--- src/rtl/div.sv ---
// Multi-cycle 32-bit divider for the EX stage: one restoring shift-subtract step per cycle,
// signed or unsigned, result packed as {remainder, quotient} and held while start stays high.
module div (
  input  logic        clk,
  input  logic        rst,
  input  logic        signed_div_i,
  input  logic [31:0] opdata1_i,
  input  logic [31:0] opdata2_i,
  input  logic        start_i,
  input  logic        annul_i,
  output logic [63:0] result_o,
  output logic        ready_o
);

  // Handshake: start_i is held high until ready_o is seen; ready_o high means result_o
  // is valid and stays so while start_i remains high. Dropping start_i releases the
  // block to FREE; annul_i abandons any operation immediately.

  typedef enum logic [1:0] {
    FREE   = 2'd0,
    BYZERO = 2'd1,
    ON     = 2'd2,
    END    = 2'd3
  } div_state_e;

  div_state_e  state, state_n;
  logic [5:0]  cnt, cnt_n;
  logic [64:0] dividend, dividend_n;
  logic [31:0] divisor, divisor_n;
  logic        sgn, sgn_n;
  logic        neg1, neg1_n;
  logic        neg2, neg2_n;
  logic [63:0] result_n;
  logic        ready_n;

  logic [31:0] abs1;
  logic [31:0] abs2;
  logic [32:0] trial;
  logic [31:0] quot_raw;
  logic [31:0] rem_raw;
  logic [31:0] quot_fix;
  logic [31:0] rem_fix;

  assign abs1 = (signed_div_i && opdata1_i[31]) ? (~opdata1_i + 32'd1) : opdata1_i;
  assign abs2 = (signed_div_i && opdata2_i[31]) ? (~opdata2_i + 32'd1) : opdata2_i;

  // Partial remainder sits in dividend[64:33]; quotient bits shift in at the bottom.
  assign trial    = {1'b0, dividend[63:32]} - {1'b0, divisor};
  assign quot_raw = dividend[31:0];
  assign rem_raw  = dividend[64:33];
  assign quot_fix = (sgn && (neg1 ^ neg2)) ? (~quot_raw + 32'd1) : quot_raw;
  assign rem_fix  = (sgn && neg1) ? (~rem_raw + 32'd1) : rem_raw;

  always_comb begin
    state_n    = state;
    cnt_n      = cnt;
    dividend_n = dividend;
    divisor_n  = divisor;
    sgn_n      = sgn;
    neg1_n     = neg1;
    neg2_n     = neg2;
    result_n   = 64'd0;
    ready_n    = 1'b0;
    case (state)
      FREE: begin
        if (start_i && !annul_i) begin
          cnt_n = 6'd0;
          if (opdata2_i == 32'd0) begin
            state_n = BYZERO;
          end else begin
            state_n    = ON;
            dividend_n = {32'd0, abs1, 1'b0};
            divisor_n  = abs2;
            sgn_n      = signed_div_i;
            neg1_n     = opdata1_i[31];
            neg2_n     = opdata2_i[31];
          end
        end
      end
      BYZERO: begin
        if (annul_i) begin
          state_n = FREE;
        end else begin
          state_n    = END;
          dividend_n = 65'd0;
          sgn_n      = 1'b0;
          neg1_n     = 1'b0;
          neg2_n     = 1'b0;
        end
      end
      ON: begin
        if (annul_i) begin
          state_n = FREE;
        end else begin
          if (trial[32]) begin
            dividend_n = {dividend[63:0], 1'b0};
          end else begin
            dividend_n = {trial[31:0], dividend[31:0], 1'b1};
          end
          cnt_n = cnt + 6'd1;
          if (cnt == 6'd31) begin
            state_n = END;
          end
        end
      end
      END: begin
        // ready_o is registered, so it rises one edge after END is entered.
        if (annul_i) begin
          state_n = FREE;
        end else if (start_i) begin
          ready_n  = 1'b1;
          result_n = {rem_fix, quot_fix};
        end else begin
          state_n = FREE;
        end
      end
      default: state_n = FREE;
    endcase
  end

  always_ff @(posedge clk) begin
    if (rst) begin
      state    <= FREE;
      cnt      <= 6'd0;
      dividend <= 65'd0;
      divisor  <= 32'd0;
      sgn      <= 1'b0;
      neg1     <= 1'b0;
      neg2     <= 1'b0;
      result_o <= 64'd0;
      ready_o  <= 1'b0;
    end else begin
      state    <= state_n;
      cnt      <= cnt_n;
      dividend <= dividend_n;
      divisor  <= divisor_n;
      sgn      <= sgn_n;
      neg1     <= neg1_n;
      neg2     <= neg2_n;
      result_o <= result_n;
      ready_o  <= ready_n;
    end
  end

endmodule

--- config.mk ---
export PLATFORM = sky130hd
export DESIGN_NAME = div
export DESIGN_NICKNAME = d
export VERILOG_FILES = /design/src/rtl/div.sv
export SDC_FILE = /design/constraint.sdc
export NUM_CORES = 1
export LEC_CHECK = 0
export CORE_UTILIZATION = 35
export DETAILED_ROUTE_END_ITERATION = 12
export PLACE_DENSITY = 0.54
export RECOVER_POWER = 100
export SYNTH_ARGS = -nofsm -noshare
export SYNTH_HDL_FRONTEND = slang
export SYNTH_SLANG_ARGS = --single-unit
--- constraint.sdc ---
create_clock -name clk -period 4.2 [get_ports clk]
set_input_delay 1.26 -clock clk [delete_from_list [all_inputs] [get_ports clk]]
set_output_delay 1.26 -clock clk [all_outputs]
set_load 0.005 [all_outputs]
==> results of run 1 <==
[final timing paths]
| check | start | to | slack [ns] |
|---|---|---|---|
| setup / recovery | opdata2_i[7] | dividend[12]$_SDFFE_PP0P_ | 0.28 |
| hold / removal | divisor[31]$_SDFFE_PP0P_ | divisor[31]$_SDFFE_PP0P_ | 0.48 |
| setup reg to reg | dividend[33]$_SDFFE_PP0P_ | dividend[35]$_SDFFE_PP0P_ | 0.95 |
| hold reg to reg | divisor[31]$_SDFFE_PP0P_ | divisor[31]$_SDFFE_PP0P_ | 0.48 |
[Yosys cell counts (all sizes together), types with 4 or more instances]
cell    number  area share [%]
or4         10            0.80
o31ai       14             1.0
inv         55             2.0
o21a         7            0.51
ha          43             5.2
nor4        17             1.2
nor3        40             2.0
nand4        8            0.54
a21oi      103             5.1
o21bai       8            0.58
a32oi        7            0.59
nand2b      13            0.79
nand2      118             4.3
a22o         8            0.68
o211ai      12            0.87
o41ai        9            0.76
or3         19             1.1
and2         6            0.36
or2          4            0.24
mux2i       22             2.1
nor2b        8            0.48
xor2        66             5.6
nand3       17            0.82
clkbuf      50             1.8
a31oi        8            0.48
a211oi      46             3.4
nor2       191             7.0
a21o        10            0.73
xnor2       75             6.3
o21ai      105             5.1
and3         4            0.24
dfxtp      173              33
buf         14            0.82
[logic make-up (layout without fill, tap and decap cells)]
logic type / after synthesis / count (layout) / share of synthesized area (%)
DFF: 173 / 173 / 33.5
adders and majority gates: 44 / 44 / 5.39
muxes: 22 / 22 / 2.13
and+or+nand+nor: 465 / 465 / 20.9
AOI/OAI and AO/OA: 356 / 356 / 21.5
buffers and inverters: 119 / 267 / 4.63
xor gates and xnor gates: 141 / 141 / 11.9
[metal layers]
layer | wire (um) | vias to the layer above
met5 | 0 | -
met2 | 10800 | 224
li1 | - | 4924
met3 | 1150 | 24
met1 | 15600 | 4250
met4 | 354 | 0
[power by group through the flow]
stage | logic (mW) | registers (mW) | clock network, mW
after global placement | 2.61 | 2.10 | 0
after global routing | 2.97 | 2.10 | 1.67
final | 2.63 | 2.07 | 1.56
after CTS | 2.63 | 2.07 | 1.60
after detailed placement | 2.62 | 2.11 | 0
after floorplan | 2.00 | 2.00 | 0
[critical path, stage by stage]
cell             delay, ns
clkdlybuf4s50_1       0.42
or4_4                 0.56
nor4b_4               0.28
nand4_1               0.17
or4_4                 0.55
a21oi_4               0.25
or2_2                 0.21
clkbuf_2              0.27
a311oi_1              0.08
nor3_1                0.20
[final cells by class]
type | count | area, um2 | share of cell area [%]
Multi-Input combinational cell | 1028 | 6400 | 49.8
Sequential cell | 173 | 3460 | 27.0
Timing Repair Buffer | 181 | 1720 | 13.4
Tap cell | 384 | 480 | 3.74
Clock buffer | 17 | 425 | 3.31
Inverter | 55 | 206 | 1.61
Clock inverter | 14 | 146 | 1.14
[registers in the layout, indices dropped and copies added, names as in the netlist]
signal,flops
sgn,1
ready_o,1
neg2,1
state,2
divisor,32
cnt,6
neg1,1
result_o,64
dividend,65
[metrics by stage]
| stage | total power, mW | hold slack (ns) | setup TNS, ns | util, % | instance area [um2] |
|---|---|---|---|---|---|
| after floorplan | 4.00 | 0.446 | 0 | - | 10300 |
| after global placement | 4.71 | 0.464 | -0.175 | 42.6 | 12300 |
| after detailed placement | 4.73 | 0.464 | -0.665 | 42.6 | 12300 |
| after CTS | 6.30 | 0.475 | 0 | 44.6 | 12900 |
| after global routing | 6.73 | 0.502 | 0 | 44.5 | 12800 |
| final | 6.26 | 0.476 | 0 | 44.5 | 12800 |
==> flow_summary_export.csv, run 1 <==
group,metric,value,unit
status,status,"finished, violations left",
status,violations,"capacitance limit, slew limit",
logic_synthesis,yosysSeqAreaShare,33.5,%
hold_path,holdPathStages,2,
timing,hold_violations,0,
timing,period_needed,3.92,ns
route,vias,9422,
final_layout,final.fill_count,2991,
placement,portBuffers,133,
worst_setup_path,critPathLaunchType,"input pin",
route,drt_first_pass_iters,5,
placement,hpwl,21.6,mm
grt,use_met1,29.9,%
logic_synthesis,synth_edf_count,0,
power_and_ir_drop,ir_worst_vdd,308,uV
floorplan,start_util,35.9,%
logic_synthesis,postSynthAreaPerCell,7.84,um2
clock_network,htree_num_levels,4,
route,vias_per_cell,5.09,
timing,max_slew_margin,-13.8,%
timing,slew_violations,37,
timing,fin_ws,0.277,ns
logic_synthesis,synth.cell_area,0.0103,mm2
power_and_ir_drop,pwr-share-seq,33.1,%
grt,grtUsageMet3,2.95,%
timing,rsz0062_at_grt,"false",
clock_network,cts_resized,0,
worst_setup_path,worstSetupPathType,"in2reg",
clock_network,clkTransAtPathRegs,0.07,ns
logic_synthesis,synth_fp_nets,1433,
clock_network,clock_sinks,173,
power_and_ir_drop,comb_power_share,42.0,%
clock_network,hold_buffers,0,
logic_synthesis,netlist_instances,1320,
floorplan,dieArea,0.0303,mm2
timing,max_freq,255,MHz
clock_network,cts_root_buffer,"clkbuf_16",
floorplan,rows,62,
grt,use_met2,25.6,%
timing,setup_viol,0,
logic_synthesis,ys_types,65,
route,wl,28.0,mm
logic_synthesis,yosys_register_bits,173,
final_layout,layout_common_cells,"190 x nor2_1, 173 x dfxtp_1, 118 x nand2_1, 105 x o21ai_0, 102 x a21oi_1",
power_and_ir_drop,swShare,41.8,%
worst_setup_path,end_kind,"register",
clock_network,post_cts_buffers,0,
logic_synthesis,synthArstFlopShare,0,%
floorplan,core,0.0289,mm2
final_layout,final_common_cell,"nor2_1",
worst_setup_path,r2r_cells,11,
clock_network,cts_tree,"done",
power_and_ir_drop,p_clk_share,24.9,%
timing,finalCritPeriodShare,93.4,%
grt,overflow,0,
floorplan,die_width,174,um
grt,grt_max_degree,61,
power_and_ir_drop,power_density,487,mW/mm2
timing,clock_skew,0.0129,ns
clock_network,clkLatencyLatePin,0.44,ns
grt,grt-busiest-layer,"met1",
power_and_ir_drop,intPower,3.64,mW
worst_setup_path,cp_max_fo,12,
grt,first_global_vias,8643,
timing,worst_pin_slew,1.71,ns
final_layout,antenna_cells,0,
placement,place_ws,-0.0794,ns
placement,gp_congestion,0.895,
power_and_ir_drop,p_switching,2.61,mW
clock_network,numCtsBuffers,17,
logic_synthesis,ys.flop_type,"dfxtp_1",
hold_path,min_path_type,"reg2reg",
route,antenna_left,0,
final_layout,nets,1569,
clock_network,cts_buffer_depth,2,
grt,grtUsageTotal,18.9,%
final_layout,syn_to_final_growth,24.2,%
grt,grt_pass1_wl,46.2,mm
route,avgRoutedWirePerCell,15.1,um
worst_setup_path,crit_required,4.55,ns
route,drt_iter0_drc,594,
route,drc,0,
logic_synthesis,yosysWarnings,0,
floorplan,num_io_pins,134,
final_layout,drive_above_1_share,6.74,%
power_and_ir_drop,leakagePower,4.93,nW
final_layout,stdcell_count,1852,
worst_setup_path,arrival,4.27,ns
placement,post-place-cells,1821,
flow_run,maxCapViolations,1,
grt,antenna_found_initial,0,
floorplan,chipHeight,174,um
No activity file was read; power rests on OpenSTA's default activity.
==> inputs of run 2 (changes only) <==
--- a/config.mk
+++ b/config.mk
@@ -5,9 +5,10 @@
 export SDC_FILE = /design/constraint.sdc
 export NUM_CORES = 1
 export LEC_CHECK = 0
+export ABC_AREA = 1
 export CORE_UTILIZATION = 35
 export DETAILED_ROUTE_END_ITERATION = 12
-export PLACE_DENSITY = 0.54
+export PLACE_DENSITY = 0.53
 export RECOVER_POWER = 100
 export SYNTH_ARGS = -nofsm -noshare
 export SYNTH_HDL_FRONTEND = slang
==> run 2 against run 1 <==
The run now ends clean. Count of clock-buffer cells in the layout is 1 higher. Hold slack better by 0.0081 ns. Flip-flop and latch count stayed put. Combinational power is 19% higher. Routed wire length is 46% higher. Non-clock buffer count is 34 lower. Area after synthesis is 19% higher. Critical path type unchanged. Largest power group unchanged. Highest routed layer unchanged.
==> flow_summary_export.csv, run 2 <==
group,metric,value,unit
status,status,"finished, final reports clean",
route,vias,12900,
worst_setup_path,cp_max_fo,29,
floorplan,num_io_pins,134,
grt,antenna_found_initial,0,
final_layout,syn_to_final_growth,18.1,%
final_layout,final_util,42.0,%
placement,place_ws,0.430,ns
worst_setup_path,max_stage_delay,0.39,ns
worst_setup_path,crit_chain,"clkdlybuf4s50_1 -> inv_1 -> ha_1 -> nand2_1 -> nor2_1 -> nand2_2 -> nor2_1 -> nand2_2 -> nand3_4 -> buf_4 -> inv_2 -> o21ai_0 -> a21oi_1",
grt,grtUsageTotal,23.3,%
timing,setup-tns-final,0,ns
hold_path,min-delay-start,"cnt[2]$_SDFFE_PP0P_",
worst_setup_path,crit_start,"opdata2_i[0]",
clock_network,htree_num_levels,4,
logic_synthesis,yosysWarnings,0,
floorplan,core,0.0345,mm2
worst_setup_path,cp_slowest_cell,"clkdlybuf4s50_1",
route,avgRoutedWirePerCell,15.7,um
clock_network,clock_sinks,173,
timing,clock_skew,0.0174,ns
timing,setup_viol,0,
final_layout,layout_common_cells,"545 x nand2_1, 301 x inv_1, 214 x nor2_1, 186 x a21oi_1, 173 x dfxtp_1",
power_and_ir_drop,leakagePower,6.98,nW
logic_synthesis,postSynthAreaPerCell,6.04,um2
floorplan,start_util,35.6,%
worst_setup_path,regToRegSetupSlack,1.14,ns
logic_synthesis,yosys_register_bits,173,
final_layout,antenna_cells,0,
clock_network,post_cts_buffers,0,
floorplan,chipHeight,189,um
grt,first_global_vias,12300,
logic_synthesis,ys.flop_type,"dfxtp_1",
logic_synthesis,synth_edf_count,0,
logic_synthesis,yosys.area.top_type_share,28.2,%
logic_synthesis,netlist_instances,2036,
logic_synthesis,synth_fp_nets,2149,
logic_synthesis,yosysSeqAreaShare,28.2,%
grt,grt_pass1_wl,65.3,mm
route,drt_first_pass_iters,6,
power_and_ir_drop,power_density,465,mW/mm2
floorplan,die_width,189,um
timing,rsz0062_at_grt,"false",
route,antenna_left,0,
timing,slew_violations,0,
timing,max_freq,281,MHz
final_layout,largest_register_ffs,65,
worst_setup_path,end_kind,"register",
logic_synthesis,ys_top_cells_by_area,"dfxtp_1 28%, nand2_1 17%, inv_1 9.1%",
logic_synthesis,ys_types,48,
route,wl,40.9,mm
clock_network,cts_buffer_depth,2,
final_layout,reg_top3,"dividend x65, result_o x64, divisor x32",
placement,gp_congestion,0.940,
logic_synthesis,synth.cell_area,0.0123,mm2
power_and_ir_drop,ir_worst_vdd,313,uV
clock_network,clkTransAtPathRegs,0.07,ns
placement,hpwl,32.6,mm
worst_setup_path,arrival,3.87,ns
clock_network,cts_resized,0,
logic_synthesis,synthArstFlopShare,0,%
timing,max_slew_margin,32.4,%
placement,portBuffers,133,
floorplan,rows,68,
timing,fin_ws,0.642,ns
grt,overflow,0,
clock_network,numCtsBuffers,17,
worst_setup_path,rr_startpoint,"dividend[33]$_SDFFE_PP0P_",
final_layout,top_register,"dividend",
placement,post-place-cells,2575,
grt,grt_max_degree,55,
clock_network,cts_tree,"done",
timing,worst_pin_slew,1.01,ns
worst_setup_path,crit_required,4.51,ns
worst_setup_path,critPathLaunchType,"input pin",
route,vias_per_cell,4.95,
logic_synthesis,synth_most_common_cell,"nand2_1",
logic_synthesis,yosys-top-cells-count,"545 x nand2_1, 299 x inv_1, 212 x nor2_1, 184 x a21oi_1, 173 x dfxtp_1",
worst_setup_path,worstSetupPathType,"in2reg",
final_layout,final_common_cell,"nand2_1",
route,drc,0,
timing,hold_violations,0,
route,drt_iter0_drc,858,
final_layout,stdcell_count,2607,
flow_run,maxCapViolations,0,
final_layout,drive_above_1_share,4.14,%
hold_path,min_path_type,"reg2reg",
clock_network,cts_root_buffer,"clkbuf_16",
clock_network,hold_buffers,0,
clock_network,clkLatencyLatePin,0.44,ns
timing,finalCritPeriodShare,84.7,%
logic_synthesis,synth_largest_area_cell,"dfxtp_1",
floorplan,dieArea,0.0359,mm2
timing,period_needed,3.56,ns
final_layout,nets,2252,
-- run 2: cell types whose count changed after synthesis, moves of 16 or more --
cell / change
o21ai_0: +29
xor2_1: -31
xnor2_1: -61
or3_1: -19
a211oi_1: -37
mux2i_1: -22
nor2_1: +23
nand2_1: +427
clkbuf_1: -16
inv_1: +244
a21oi_1: +82
nand4_1: +16
nand3_1: +150
-- run 2: per-stage QoR --
stage / cell area, um2 / hold slack, ns / power (mW)
final: 14500 / 0.484 / 6.75
after global routing: 14500 / 0.503 / 7.31
after floorplan: 12300 / 0.423 / 4.38
after global placement: 14000 / 0.468 / 5.17
after CTS: 14500 / 0.494 / 6.78
after detailed placement: 14000 / 0.478 / 5.19
-- run 2: path summary, 6_finish.rpt --
kind                            cells after the start                        end
worst min-delay path                                2        cnt[2]$_SDFFE_PP0P_
worst max register to register                     14  dividend[50]$_SDFFE_PP0P_
worst min register to register                      2        cnt[2]$_SDFFE_PP0P_
worst max-delay path                               13  dividend[16]$_SDFFE_PP0P_
-- run 2: cell families (layout without fill, tap and decap cells) --
group / after synthesis / in the layout / share of synthesized area (%)
and+or+nand+nor: 1029 / 1029 / 35.7
DFF: 173 / 173 / 28.2
buffers and inverters: 376 / 492 / 12.2
AOI/OAI and AO/OA: 365 / 365 / 15.9
xor gates and xnor gates: 49 / 49 / 3.49
adders and majority gates: 44 / 44 / 4.54
-- run 2: cell type report --
class	instances	area (um2)
multi-input cells	1487	7310
clock inverters	14	133
inverters	313	1170
flip-flops and latches	173	3460
clock buffers	18	439
well taps	455	569
fillers	3810	20000
repair buffers	147	1420
-- run 2: power by group --
part | total (mW) | internal [mW] | switching [mW]
logic | 3.13 | 0.960 | 2.17
clock network | 1.58 | 0.842 | 0.735
registers | 2.04 | 1.84 | 0.202
-- run 2: critical path: cells and delay by family --
| family | cells | cell delay, ns |
|---|---|---|
| compound gates | 2 | 0.28 |
| buf+inv | 4 | 1.11 |
| simple gates | 6 | 0.95 |
| fa+ha+maj | 1 | 0.23 |
-- run 2: metal layers --
| layer | GRT usage, % | vias up | wire length, um |
|---|---|---|---|
| met5 | 0 | - | 0 |
| met4 | 8.41 | 0 | 1270 |
| met3 | 2.69 | 54 | 1540 |
| met2 | 40.3 | 283 | 19500 |
| met1 | 29.5 | 5847 | 18600 |
| li1 | - | 6722 | - |
==> inputs of run 3 (changes only) <==
==> constraint.sdc (replaced) <==
create_clock -name clk -period 3.3 [get_ports clk]
set_input_delay 0.99 -clock clk [delete_from_list [all_inputs] [get_ports clk]]
set_output_delay 0.99 -clock clk [all_outputs]
set_load 0.005 [all_outputs]
==> run 3 against run 2 <==
Sequential power rose by 27%. Die area did not move. Via count rose by 0.58%. Global-route usage rose by 0.052 points. Utilization rose by 0.73 points. Combinational power rose by 29%. Flip-flop and latch count did not move. Count of clock-buffer cells in the layout did not move. Cell count rose by 1.1%. Clock skew fell by 0.0029 ns. Final area rose by 1.7%. Routed wire length barely moved. Largest cell class unchanged. Highest routed layer unchanged.
==> flow_summary_export.csv, run 3 (synthesized netlist as in run 2, its figures left out) <==
group,metric,value,unit
power_and_ir_drop,power_density,588,mW/mm2
grt,first_global_vias,12500,
worst_setup_path,max_stage_delay,0.48,ns
final_layout,final_util,42.7,%
timing,period_needed,3.08,ns
timing,max_freq,325,MHz
clock_network,clkTransAtPathRegs,0.07,ns
placement,gp_congestion,0.938,
clock_network,post_cts_buffers,0,
route,wl,40.9,mm
floorplan,die_width,189,um
worst_setup_path,crit_required,3.63,ns
timing,hold_violations,0,
route,antenna_left,0,
route,avgRoutedWirePerCell,15.5,um
worst_setup_path,worstSetupPathType,"in2reg",
clock_network,numCtsBuffers,17,
final_layout,syn_to_final_growth,20.1,%
floorplan,num_io_pins,134,
final_layout,nets,2280,
floorplan,rows,68,
timing,slew_violations,0,
timing,worst_pin_slew,0.935,ns
route,vias_per_cell,4.93,
clock_network,clkLatencyLatePin,0.45,ns
route,drc,0,
final_layout,reg_top3,"dividend x65, result_o x64, divisor x32",
floorplan,core,0.0345,mm2
worst_setup_path,cp_max_fo,34,
clock_network,htree_num_levels,4,
final_layout,final_common_cell,"nand2_1",
worst_setup_path,regToRegSetupSlack,0.75,ns
worst_setup_path,cp_slowest_cell,"clkdlybuf4s50_1",
worst_setup_path,arrival,3.41,ns
hold_path,min_path_type,"reg2reg",
timing,setup_viol,0,
timing,max_slew_margin,37.5,%
power_and_ir_drop,ir_worst_vdd,408,uV
grt,grt_pass1_wl,65.5,mm
final_layout,drive_above_1_share,5.28,%
worst_setup_path,critPathLaunchType,"input pin",
floorplan,dieArea,0.0359,mm2
clock_network,clock_sinks,173,
timing,fin_ws,0.224,ns
clock_network,cts_tree,"done",
final_layout,top_register,"dividend",
placement,hpwl,33.0,mm
grt,grtUsageTotal,23.3,%
route,drt_first_pass_iters,5,
grt,grt_max_degree,55,
power_and_ir_drop,leakagePower,7.12,nW
floorplan,start_util,35.6,%
worst_setup_path,crit_chain,"clkdlybuf4s50_1 -> nor2_1 -> nand2_1 -> nor2_1 -> nand2_1 -> nor2_4 -> nand2_1 -> nand3_4 -> buf_4 -> inv_2 -> o21ai_0 -> nor2_1",
timing,rsz0062_at_grt,"false",
final_layout,layout_common_cells,"546 x nand2_1, 300 x inv_1, 213 x nor2_1, 187 x a21oi_1, 173 x dfxtp_1",
worst_setup_path,end_kind,"register",
grt,antenna_found_initial,0,
timing,finalCritPeriodShare,93.2,%
floorplan,chipHeight,189,um
placement,place_ws,-0.143,ns
clock_network,cts_resized,0,
clock_network,cts_root_buffer,"clkbuf_16",
flow_run,maxCapViolations,0,
final_layout,largest_register_ffs,65,
route,drt_iter0_drc,859,
status,status,"finished, final reports clean",
clock_network,cts_buffer_depth,2,
clock_network,hold_buffers,0,
grt,overflow,0,
timing,clock_skew,0.0145,ns
placement,portBuffers,133,
final_layout,antenna_cells,0,
route,vias,13000,
==> run 3: cell types whose count changed in the layout (fill, tap and decap cells not counted), sizes merged <==
cell      change
clkinv        -2
clkinvlp      -1
buf          +27
inv           +3
clkbuf        +1
==> run 3: final cells by class <==
cell class / instances / area, um2
inverters: 313 / 1170
well taps: 455 / 569
multi-input cells: 1487 / 7310
fillers: 3838 / 19800
flip-flops and latches: 173 / 3460
repair buffers: 175 / 1660
clock inverters: 14 / 149
clock buffers: 18 / 439
==> run 3: worst max-delay path: cells and delay by family <==
family / cells / cell delay (ns)
buffers and inverters: 3 / 1.10
AOI/OAI and AO/OA: 1 / 0.25
and+or+nand+nor: 8 / 1.05
==> run 3: where the power goes <==
group	switching, mW	leakage, nW	internal [mW]
registers	0.253	1.41	2.34
logic	2.77	5.43	1.27
clock network	0.964	0.285	1.09
==> run 3: stage by stage <==
stage	hold slack, ns	TNS (ns)	instances	total power, mW	area (um2)
2_1_floorplan	0.423	0	2036	5.58	12300
3_3_place_gp	0.455	-2.15	2603	6.62	14200
3_5_place_dp	0.460	-4.05	2603	6.65	14200
4_1_cts	0.471	0	2635	8.73	14800
5_1_grt	0.490	0	2635	9.40	14800
6_report	0.469	0	2635	8.68	14800
==> run 3: final timing paths <==
check	from	endpoint	cells after the start
max	opdata2_i[23]	dividend[15]$_SDFFE_PP0P_	12
min	divisor[3]$_SDFFE_PP0P_	divisor[3]$_SDFFE_PP0P_	2
max reg2reg	dividend[50]$_SDFFE_PP0P_	dividend[57]$_SDFFE_PP0P_	14
min reg2reg	divisor[3]$_SDFFE_PP0P_	divisor[3]$_SDFFE_PP0P_	2
==> run 3: per-layer routing <==
layer | vias up | wire, um | track usage [%]
met5 | - | 0 | 0
met3 | 54 | 1590 | 3.21
li1 | 6782 | - | -
met1 | 5882 | 18600 | 29.5
met4 | 0 | 1110 | 7.85
met2 | 263 | 19600 | 40.4
